File: src/rtl/dp_pkg.sv
// dp_pkg: shared constants for the dp_eq_pipe compare pipeline
package dp_pkg;

    localparam int DP_DEFAULT_DATAWIDTH = 64;
    localparam int DP_DEFAULT_CNTWIDTH  = 16;
    localparam int DP_PIPE_DEPTH        = 3;

endpackage

File: src/rtl/dp_eq_pipe_if.sv
// dp_eq_pipe_if: operand/result handshake bundle of dp_eq_pipe
interface dp_eq_pipe_if
    import dp_pkg::*;
#(
    parameter int DATAWIDTH = DP_DEFAULT_DATAWIDTH
);

    logic [DATAWIDTH-1:0] a;
    logic [DATAWIDTH-1:0] b;
    logic [DATAWIDTH-1:0] c;
    logic [DATAWIDTH-1:0] zero;
    logic                 in_valid;
    logic                 in_ready;
    logic [DATAWIDTH-1:0] z;
    logic                 gEQz;
    logic                 out_valid;
    logic                 out_ready;

    // producer/consumer side
    modport master (
        output a, b, c, zero, in_valid, out_ready,
        input  in_ready, z, gEQz, out_valid
    );

    // pipeline side
    modport slave (
        input  a, b, c, zero, in_valid, out_ready,
        output in_ready, z, gEQz, out_valid
    );

endinterface

File: src/rtl/dp_pipe_slice.sv
// dp_pipe_slice: one elastic pipeline stage (valid bit + payload register)
module dp_pipe_slice #(
    parameter int W = 8
) (
    input  logic         clk_i,
    input  logic         rst_ni,
    input  logic         in_valid_i,
    input  logic [W-1:0] in_data_i,
    output logic         in_ready_o,
    output logic         out_valid_o,
    output logic [W-1:0] out_data_o,
    input  logic         out_ready_i
);

    logic         v_q, v_d;
    logic [W-1:0] data_q, data_d;
    logic         load;

    assign in_ready_o  = !v_q || out_ready_i;
    assign out_valid_o = v_q;
    assign out_data_o  = data_q;

    // load only on an accepted entry so an empty stage keeps its data still
    always_comb begin
        load   = in_valid_i && in_ready_o;
        v_d    = in_ready_o ? in_valid_i : v_q;
        data_d = load ? in_data_i : data_q;
    end

    // stage state register, cleared by asynchronous reset
    always_ff @(posedge clk_i or negedge rst_ni) begin
        if (!rst_ni) begin
            v_q    <= 1'b0;
            data_q <= '0;
        end else begin
            v_q    <= v_d;
            data_q <= data_d;
        end
    end

endmodule

File: src/rtl/dp_eq_pipe.sv
// dp_eq_pipe: 3-stage z = (g==zero) ? e : g pipeline; DP_MATCH_CNT_EN adds match_cnt
module dp_eq_pipe
    import dp_pkg::*;
#(
    parameter int DATAWIDTH = DP_DEFAULT_DATAWIDTH
`ifdef DP_MATCH_CNT_EN
    ,
    parameter int CNTWIDTH  = DP_DEFAULT_CNTWIDTH
`endif
) (
    input  logic                Clk,
    input  logic                Rst,
    dp_eq_pipe_if.slave         bus
`ifdef DP_MATCH_CNT_EN
    ,
    output logic [CNTWIDTH-1:0] match_cnt
`endif
);

    localparam int W = DATAWIDTH;

    logic [3*W-1:0] s1_d, s1_q;
    logic [3*W-1:0] s2_d, s2_q;
    logic [W:0]     s3_d, s3_q;
    logic           v1, v2, v3;
    logic           r1, r2, r3;
    logic [W-1:0]   e_d, f_d, e1, f1, zero1;
    logic [W-1:0]   g_d, g2, e2, zero2;
    logic           eq;

    // per-stage combinational datapath; sums and difference wrap at W bits
    always_comb begin
        e_d   = bus.a + bus.b;
        f_d   = bus.a + bus.c;
        s1_d  = {e_d, f_d, bus.zero};
        e1    = s1_q[3*W-1:2*W];
        f1    = s1_q[2*W-1:W];
        zero1 = s1_q[W-1:0];
        g_d   = e1 - f1;
        s2_d  = {g_d, e1, zero1};
        g2    = s2_q[3*W-1:2*W];
        e2    = s2_q[2*W-1:W];
        zero2 = s2_q[W-1:0];
        eq    = g2 == zero2;
        s3_d  = {eq, eq ? e2 : g2};
    end

    dp_pipe_slice #(.W(3*W)) u_s1 (
        .clk_i(Clk), .rst_ni(Rst),
        .in_valid_i(bus.in_valid), .in_data_i(s1_d), .in_ready_o(r1),
        .out_valid_o(v1), .out_data_o(s1_q), .out_ready_i(r2)
    );

    dp_pipe_slice #(.W(3*W)) u_s2 (
        .clk_i(Clk), .rst_ni(Rst),
        .in_valid_i(v1), .in_data_i(s2_d), .in_ready_o(r2),
        .out_valid_o(v2), .out_data_o(s2_q), .out_ready_i(r3)
    );

    dp_pipe_slice #(.W(W+1)) u_s3 (
        .clk_i(Clk), .rst_ni(Rst),
        .in_valid_i(v2), .in_data_i(s3_d), .in_ready_o(r3),
        .out_valid_o(v3), .out_data_o(s3_q), .out_ready_i(bus.out_ready)
    );

    assign bus.in_ready  = r1;
    assign bus.out_valid = v3;
    assign bus.gEQz      = s3_q[W];
    assign bus.z         = s3_q[W-1:0];

`ifdef DP_MATCH_CNT_EN
    logic [CNTWIDTH-1:0] cnt_q, cnt_d;

    // count delivered matches, sticking at all-ones
    always_comb begin
        cnt_d = (v3 && bus.out_ready && s3_q[W] && cnt_q != '1) ? cnt_q + CNTWIDTH'(1) : cnt_q;
    end

    // match counter register
    always_ff @(posedge Clk or negedge Rst) begin
        if (!Rst) cnt_q <= '0;
        else      cnt_q <= cnt_d;
    end

    assign match_cnt = cnt_q;
`endif

endmodule

File: src/flat_wrapper.sv
// flat-port wrapper written by rule: the top's interface ports become plain ports
module dp_eq_pipe_flat import dp_pkg::*;
#(
    parameter int DATAWIDTH = DP_DEFAULT_DATAWIDTH

)
  (Clk, Rst, bus_a, bus_b, bus_c, bus_zero, bus_in_valid, bus_out_ready, bus_in_ready, bus_z, bus_gEQz, bus_out_valid);
  dp_eq_pipe_if #(.DATAWIDTH(DATAWIDTH)) bus_i ();
  input  logic Clk;
  input  logic Rst;
  input wire logic [$bits(bus_i.a)-1:0] bus_a;
  input wire logic [$bits(bus_i.b)-1:0] bus_b;
  input wire logic [$bits(bus_i.c)-1:0] bus_c;
  input wire logic [$bits(bus_i.zero)-1:0] bus_zero;
  input wire logic [$bits(bus_i.in_valid)-1:0] bus_in_valid;
  input wire logic [$bits(bus_i.out_ready)-1:0] bus_out_ready;
  output wire logic [$bits(bus_i.in_ready)-1:0] bus_in_ready;
  output wire logic [$bits(bus_i.z)-1:0] bus_z;
  output wire logic [$bits(bus_i.gEQz)-1:0] bus_gEQz;
  output wire logic [$bits(bus_i.out_valid)-1:0] bus_out_valid;
  assign bus_i.a = bus_a;
  assign bus_i.b = bus_b;
  assign bus_i.c = bus_c;
  assign bus_i.zero = bus_zero;
  assign bus_i.in_valid = bus_in_valid;
  assign bus_i.out_ready = bus_out_ready;
  assign bus_in_ready = bus_i.in_ready;
  assign bus_z = bus_i.z;
  assign bus_gEQz = bus_i.gEQz;
  assign bus_out_valid = bus_i.out_valid;
  dp_eq_pipe #(.DATAWIDTH(DATAWIDTH)) u_core (.Clk(Clk), .Rst(Rst), .bus(bus_i));
endmodule
File: config.mk
export PLATFORM = sky130hd
export DESIGN_NAME = dp_eq_pipe_flat
export DESIGN_NICKNAME = d
export VERILOG_FILES = /design/src/rtl/dp_pkg.sv /design/src/rtl/dp_eq_pipe_if.sv /design/src/rtl/dp_pipe_slice.sv /design/src/rtl/dp_eq_pipe.sv /design/src/flat_wrapper.sv
export SDC_FILE = /design/constraint.sdc
export NUM_CORES = 1
export LEC_CHECK = 0
export ABC_AREA = 1
export ABC_CLOCK_PERIOD_IN_PS = 5200
export BUFFER_PORTS_ARGS = -buffer_cell sky130_fd_sc_hd__buf_2
export CELL_PAD_IN_SITES_DETAIL_PLACEMENT = 0
export CELL_PAD_IN_SITES_GLOBAL_PLACEMENT = 1
export CORE_MARGIN = 1.5
export CORE_UTILIZATION = 46
export DETAILED_ROUTE_END_ITERATION = 10
export GPL_ROUTABILITY_DRIVEN = 1
export PLACE_DENSITY = 0.9
export SLEW_MARGIN = 40
export SYNTH_ARGS = -nofsm -noshare
export SYNTH_HDL_FRONTEND = slang
export SYNTH_SLANG_ARGS = --single-unit
File: constraint.sdc
create_clock -name Clk -period 5.2 [get_ports Clk]
set_clock_uncertainty 0.2 [all_clocks]
set_input_delay 0.78 -clock Clk [delete_from_list [all_inputs] [get_ports Clk]]
set_output_delay 0.78 -clock Clk [all_outputs]
set_load 0.01 [all_outputs]
==> results.cfg, run 1 <==
[route]
drtIter0Drc = 2915
drt-total-wl_um = 132000
first_pass_iters = 5
wire_per_inst_um = 18.1
drc_errors = 0
vias = 36432
detail-route-antenna-nets = 0
vias_per_cell = 4.98

[global_route]
grt_max_degree = 154
track_usage_pct = 33.3
grt_overflow = 0
grt_pass1_vias = 34827
grt_first_pass_wirelength_um = 201000
antenna_found_initial = 0

[synth]
async_flop_share_pct = 100
synth_top_area_share_pct = 31.7
synthAdderAreaFrac_pct = 6.79
syn_nets = 6417
synth_enable_flop_cells = 0
ys_types = 29
synthMuxAreaShare_pct = 0
synth_compound_area_share_pct = 4.81
synth_cells = 5965
ys_ff_latch = 452
synth_top_area_cell = dfrtp_1
syn_avg_cell_area_um2 = 5.98
synth_simple_gate_area_share_pct = 39.8
ys.flop_type = dfrtp_1
syn-cell-area_um2 = 35700
synth_xor_xnor_area_share_pct = 3.09
yosys_warnings = 0
synth_top_family_by_area = simple AND/OR/NAND/NOR gates
ys_top_cells_by_area = dfrtp_1, nand2_1, inv_1
ys_seq_area_share_pct = 31.7

[setup_path]
rrSetupSlack_ps = 2220
timing.rr.end = u_core.u_s2.out_data_o[186]$_DFFE_PN0P_
arrival_ps = 3270
cp.required_ps = 5490
critPathCaptureType = register
reg2reg_from = u_core.u_s1.out_data_o[88]$_DFFE_PN0P_
worstPathMaxFanout = 4
reg2regPathDepth = 13
crit_type = register to register
startpoint_type = register

[clocking]
cts_tree = built
cts-root-buf = clkbuf_16
clkTransAtPathRegs_ps = 60
cts_buffers = 51
post-cts-setup-buffer-count = 0
cts_buffer_depth = 3
clk_latency_ps = 620
cts_sinks = 452
cts_max_level = 2

[power_and_ir_drop]
p_leak_nw = 24.3
ir_drop_v = 0.000244
power.density_nw_per_um2 = 429
total_power_w = 0.0172

[hold_path]
min_delay_worst_endpoint = u_core.u_s1.out_data_o[15]$_DFFE_PN0P_
holdPathStages = 3
hp-class = primary input to register
hp-start = bus_zero[15]

[die]
start_util_pct = 46.8
die_area_um2 = 79300
core_um2 = 76300
die_x_um = 282
die_h_um = 282
rows = 101
ios = 327

[status]
status = complete, no violations

[run]
cap_violations = 0

[finish]
n_antenna_cell = 0
fill_cells = 8108
drive_above_1_share_pct = 7.14
area_growth_pct = 12.4
fin_area_um2 = 40100
fin_nets = 6701

[placement]
port_buffers = 326
place_ws_ps = 1900
gp_congestion = 1.01
dpl-instance-area_um2 = 38400
dp_hpwl_um = 109000

[timing]
tns_ps = 0
hold_violations = 0
worstMarginPinSlew_ps = 796
rsz0062_at_grt = false
period_minus_slack_ps = 2980
slew_headroom_pct = 46.9
setup_viol = 0
slew_viol_final = 0
hold_ws_ps = 161
layout_setup_ws_ps = 2220
max_clock_freq_mhz = 335
finalCritPeriodShare_pct = 57.3
-- area by class of cell --
cell class / instances / area (µm²) / share of cell area [%]
Inverter: 1161 / 4380 / 10.9
Clock inverter: 20 / 225 / 0.561
Clock buffer: 75 / 1520 / 3.78
Timing Repair Buffer: 348 / 1910 / 4.76
Tap cell: 1030 / 1290 / 3.21
Sequential cell: 452 / 11300 / 28.2
Multi-Input combinational cell: 4235 / 19500 / 48.6
-- kinds of logic after synthesis --
| logic type | Yosys count |
|---|---|
| xor+xnor | 126 |
| simple gates | 3583 |
| buf+inv | 1278 |
| compound gates | 334 |
| fa+ha+maj | 192 |
| flops | 452 |
-- Yosys cell counts, types with 23 or more instances --
library cell  number
xnor2_1          114
o21ai_0          174
nand4_1           44
ha_1             189
dfrtp_1          452
nor3_1            43
a21oi_1          127
nor2_1           395
nand3_1          360
clkbuf_1          63
nand3b_1          24
nand2_1         2700
inv_1           1158
buf_2             24
o22ai_1           23
-- worst max-delay path by stage --
stage                                                       start                                      end  depth (start not counted)
after global routing       u_core.u_s1.out_data_o[88]$_DFFE_PN0P_  u_core.u_s2.out_data_o[186]$_DFFE_PN0P_                         13
after floorplan                                          bus_c[0]  u_core.u_s1.out_data_o[126]$_DFFE_PN0P_                         14
after global placement                                   bus_c[0]  u_core.u_s1.out_data_o[126]$_DFFE_PN0P_                         15
after detailed placement                                 bus_c[0]  u_core.u_s1.out_data_o[126]$_DFFE_PN0P_                         15
after CTS                 u_core.u_s2.out_data_o[175]$_DFFE_PN0P_   u_core.u_s3.out_data_o[61]$_DFFE_PN0P_                         11
final                      u_core.u_s1.out_data_o[88]$_DFFE_PN0P_  u_core.u_s2.out_data_o[186]$_DFFE_PN0P_                         13
-- stage by stage --
step	util, %	cells
2_1_floorplan	-	5965
5_1_grt	52.6	7321
3_5_place_dp	50.3	7225
3_3_place_gp	50.2	7224
4_1_cts	52.6	7321
6_report	52.6	7321
-- registers in the layout (all words and copies together), names as in the netlist --
register and count:
u_core.u_s1.out_data_o 192, u_core.u_s1.out_valid_o 1, u_core.u_s2.out_data_o 192, u_core.u_s2.out_valid_o 1, u_core.u_s3.out_data_o 65, u_core.u_s3.out_valid_o 1
-- worst max-delay path: stages, from the launching register on --
cell     delay [ps]
dfrtp_1         430
inv_1           100
ha_1            410
nand2_1         140
nor2_1          170
inv_1           110
nor3_1          460
nand3_1         160
nand2_1         260
nand2_1         150
nand2_1          80
nand2_1          40
nand3_1          80
nand2_1          60
-- report_power, final --
part	leakage [nW]	switching [W]	total (W)	internal, W
logic	17.9	0.00512	0.00772	0.00260
clock network	0.847	0.00159	0.00374	0.00215
registers	5.56	0.00103	0.00574	0.00471
-- layer usage --
layer	routed length, µm	vias to the layer above	global-route usage (%)
li1	-	18470	-
met4	4970	0	11.6
met5	0	-	0
met3	7150	181	2.57
met2	59100	1091	54.1
met1	61200	16690	46.7
-- what timing repair did --
action | CTS | global route
hold endpoints to repair | 45 | 0
hold buffers | 1 | 0
gates resized for setup | 0 | 0
-- cells in the final DEF (no fill, tap or decap), types with 12 or more instances in the layout --
cell,synthesis,layout
a21oi_1,127,127
buf_2,24,325
buf_4,3,13
clkbuf_16,0,52
clkbuf_8,0,13
dfrtp_1,452,452
ha_1,189,189
inv_1,1158,1157
nand2_1,2700,2697
nand3_1,360,360
nand3b_1,24,24
nand4_1,44,44
nor2_1,395,393
nor3_1,43,43
o21ai_0,174,174
o22ai_1,23,23
xnor2_1,114,114
xor2_1,12,12
No activity file was read; power rests on OpenSTA's default activity.
==> run 2: changes to the inputs <==
--- a/config.mk
+++ b/config.mk
@@ -6,15 +6,15 @@
 export NUM_CORES = 1
 export LEC_CHECK = 0
 export ABC_AREA = 1
-export ABC_CLOCK_PERIOD_IN_PS = 5200
+export ABC_CLOCK_PERIOD_IN_PS = 2700
 export BUFFER_PORTS_ARGS = -buffer_cell sky130_fd_sc_hd__buf_2
 export CELL_PAD_IN_SITES_DETAIL_PLACEMENT = 0
 export CELL_PAD_IN_SITES_GLOBAL_PLACEMENT = 1
 export CORE_MARGIN = 1.5
-export CORE_UTILIZATION = 46
+export CORE_UTILIZATION = 38
 export DETAILED_ROUTE_END_ITERATION = 10
 export GPL_ROUTABILITY_DRIVEN = 1
-export PLACE_DENSITY = 0.9
+export PLACE_DENSITY = 0.79
 export SLEW_MARGIN = 40
 export SYNTH_ARGS = -nofsm -noshare
 export SYNTH_HDL_FRONTEND = slang
==> constraint.sdc (replaced) <==
create_clock -name Clk -period 2.7 [get_ports Clk]
set_clock_uncertainty 0.2 [all_clocks]
set_input_delay 0.405 -clock Clk [delete_from_list [all_inputs] [get_ports Clk]]
set_output_delay 0.405 -clock Clk [all_outputs]
set_load 0.01 [all_outputs]
==> run 2 against run 1 <==
Utilization fell by 5.0 points. Combinational power rose by 120%. Sequential share of layout area is 2.7 points lower. Largest power group unchanged.
==> results.cfg, run 2 (same netlist as run 1, synthesis figures left out) <==
[run]
cap_violations = 0

[finish]
layout_common_cells = nand2_1, inv_1, dfrtp_1
drive_above_1_share_pct = 12.8
fill_cells = 10022
layout_commonest_cell = nand2_1
n_antenna_cell = 0
area_growth_pct = 24.1
fin_nets = 7119
stdcell_count = 7960

[die]
die_x_um = 309
die_area_um2 = 95800
core_um2 = 93200
ios = 327
rows = 112
start_util_pct = 38.3
die_h_um = 309

[power_and_ir_drop]
p_clk_share_pct = 21.2
p_sw_w = 0.0154
ir_drop_v = 0.000491
p_leak_nw = 26.4
power.density_nw_per_um2 = 796
p_seq_share_pct = 30.6
total_power_w = 0.0352
comb_power_share_pct = 48.2
switching_share_pct = 43.8
intPower_w = 0.0198

[global_route]
grt_first_pass_wirelength_um = 214000
track_usage_pct = 29.7
grt_max_degree = 107
grt_pass1_vias = 36341
grt_overflow = 0
antenna_found_initial = 1

[route]
vias_per_cell = 4.70
drc_errors = 0
first_pass_iters = 5
detail-route-antenna-nets = 0
drtIter0Drc = 2789
wire_per_inst_um = 17.8
drt-total-wl_um = 142000
vias = 37427

[hold_path]
hp-class = primary input to register

[clocking]
cts-root-buf = clkbuf_16
cts_sinks = 452
clk_latency_ps = 620
cts_buffers = 51
cts_buffer_depth = 3
clkTransAtPathRegs_ps = 60
cts_max_level = 2
cts_tree = built

[timing]
hold_violations = 0
tns_ps = 0
setup_viol = 0
slew_viol_final = 0
max_clock_freq_mhz = 383
period_minus_slack_ps = 2610
slew_headroom_pct = 56.8
worstMarginPinSlew_ps = 648
finalCritPeriodShare_pct = 96.6

[setup_path]
crit_type = primary input to register
cp.required_ps = 3000
arrival_ps = 2910
critPathCaptureType = register
worstPathMaxFanout = 5
startpoint_type = primary input

[placement]
gp_congestion = 1.00
dp_hpwl_um = 119000
port_buffers = 326
dp.cells = 7795

[status]
status = complete, no violations
## run 2: cell count changes in the layout (fill, tap and decap cells not counted), sizes merged
cell / before / now
inv: 1165 / 1163
buf: 347 / 695
clkbuf: 75 / 64
bufinv: 2 / 7
clkinvlp: 4 / 5
dlygate4sd3: 1 / 71
clkinv: 10 / 14
## run 2: routing by layer
metal | GRT usage, % | routed length [µm] | share of wire [%]
met1 | 40.7 | 67000 | 47
met5 | 0 | 0 | 0
met4 | 10.5 | 5460 | 3.8
met2 | 49.4 | 64600 | 45
met3 | 1.92 | 4990 | 3.5
## run 2: cell type report
class | instances | area [µm²] | share of cell area [%]
timing repair buffer | 766 | 5600 | 12.6
clock inverter | 28 | 372 | 0.839
tap | 1254 | 1570 | 3.54
multi-input combinational | 4235 | 19700 | 44.4
inverter | 1161 | 4370 | 9.86
sequential | 452 | 11300 | 25.5
clock buffer | 64 | 1410 | 3.17
## run 2: final timing paths
path / slack [ps] / depth (start not counted) / start / end
setup / recovery: 90 / 14 / bus_b[0] / u_core.u_s1.out_data_o[182]$_DFFE_PN0P_
hold / removal: 50 / 5 / bus_a[63] / u_core.u_s1.out_data_o[127]$_DFFE_PN0P_
setup reg to reg: 130 / 15 / u_core.u_s1.out_data_o[71]$_DFFE_PN0P_ / u_core.u_s2.out_data_o[177]$_DFFE_PN0P_
hold reg to reg: 270 / 2 / u_core.u_s1.out_data_o[56]$_DFFE_PN0P_ / u_core.u_s2.out_data_o[56]$_DFFE_PN0P_
max in group asynchronous: 1250 / 3 / Rst / u_core.u_s1.out_data_o[25]$_DFFE_PN0P_
min in group asynchronous: 180 / 2 / Rst / u_core.u_s1.out_data_o[133]$_DFFE_PN0P_
## run 2: what timing repair did
action                                  CTS  global route
hold buffers                             71             0
pin swaps                                 0             1
hold endpoints to repair                105             0
endpoints found under the setup margin    2            60
resized for setup                         1            59
setup buffers                             0             2
## run 2: critical path, stage by stage
cell and delay [ps]:
dlygate4sd3_1 540, buf_2 120, ha_1 210, fa_1 390, nand3_1 110, nand3_2 120, nand2_1 100, nand2_2 80
nand2_1 70, nand3_1 260, nand2_1 240, nand4_1 100, nand3_1 100, nand2_1 50
## run 2: power groups by stage
stage / combinational, W / clock [W] / sequential [W]
6_report: 0.0170 / 0.00747 / 0.0108
5_1_grt: 0.0191 / 0.00785 / 0.0110
4_1_cts: 0.0168 / 0.00761 / 0.0108
3_5_place_dp: 0.0166 / 0 / 0.0108
3_3_place_gp: 0.0165 / 0 / 0.0108
2_1_floorplan: 0.00990 / 0 / 0.0105
## run 2: stage by stage
| step | hold slack [ps] | setup WS [ps] | util (%) | cell area, µm² |
|---|---|---|---|---|
| final | 52.6 | 91.9 | 47.5 | 44300 |
| after global routing | 74.8 | -4.69 | 47.5 | 44300 |
| after CTS | 24.5 | 20.8 | 47.3 | 44100 |
| after detailed placement | 245 | -183 | 44.7 | 41600 |
| after global placement | 243 | -176 | 44.7 | 41600 |
| after floorplan | -90.6 | 434 | - | 35700 |
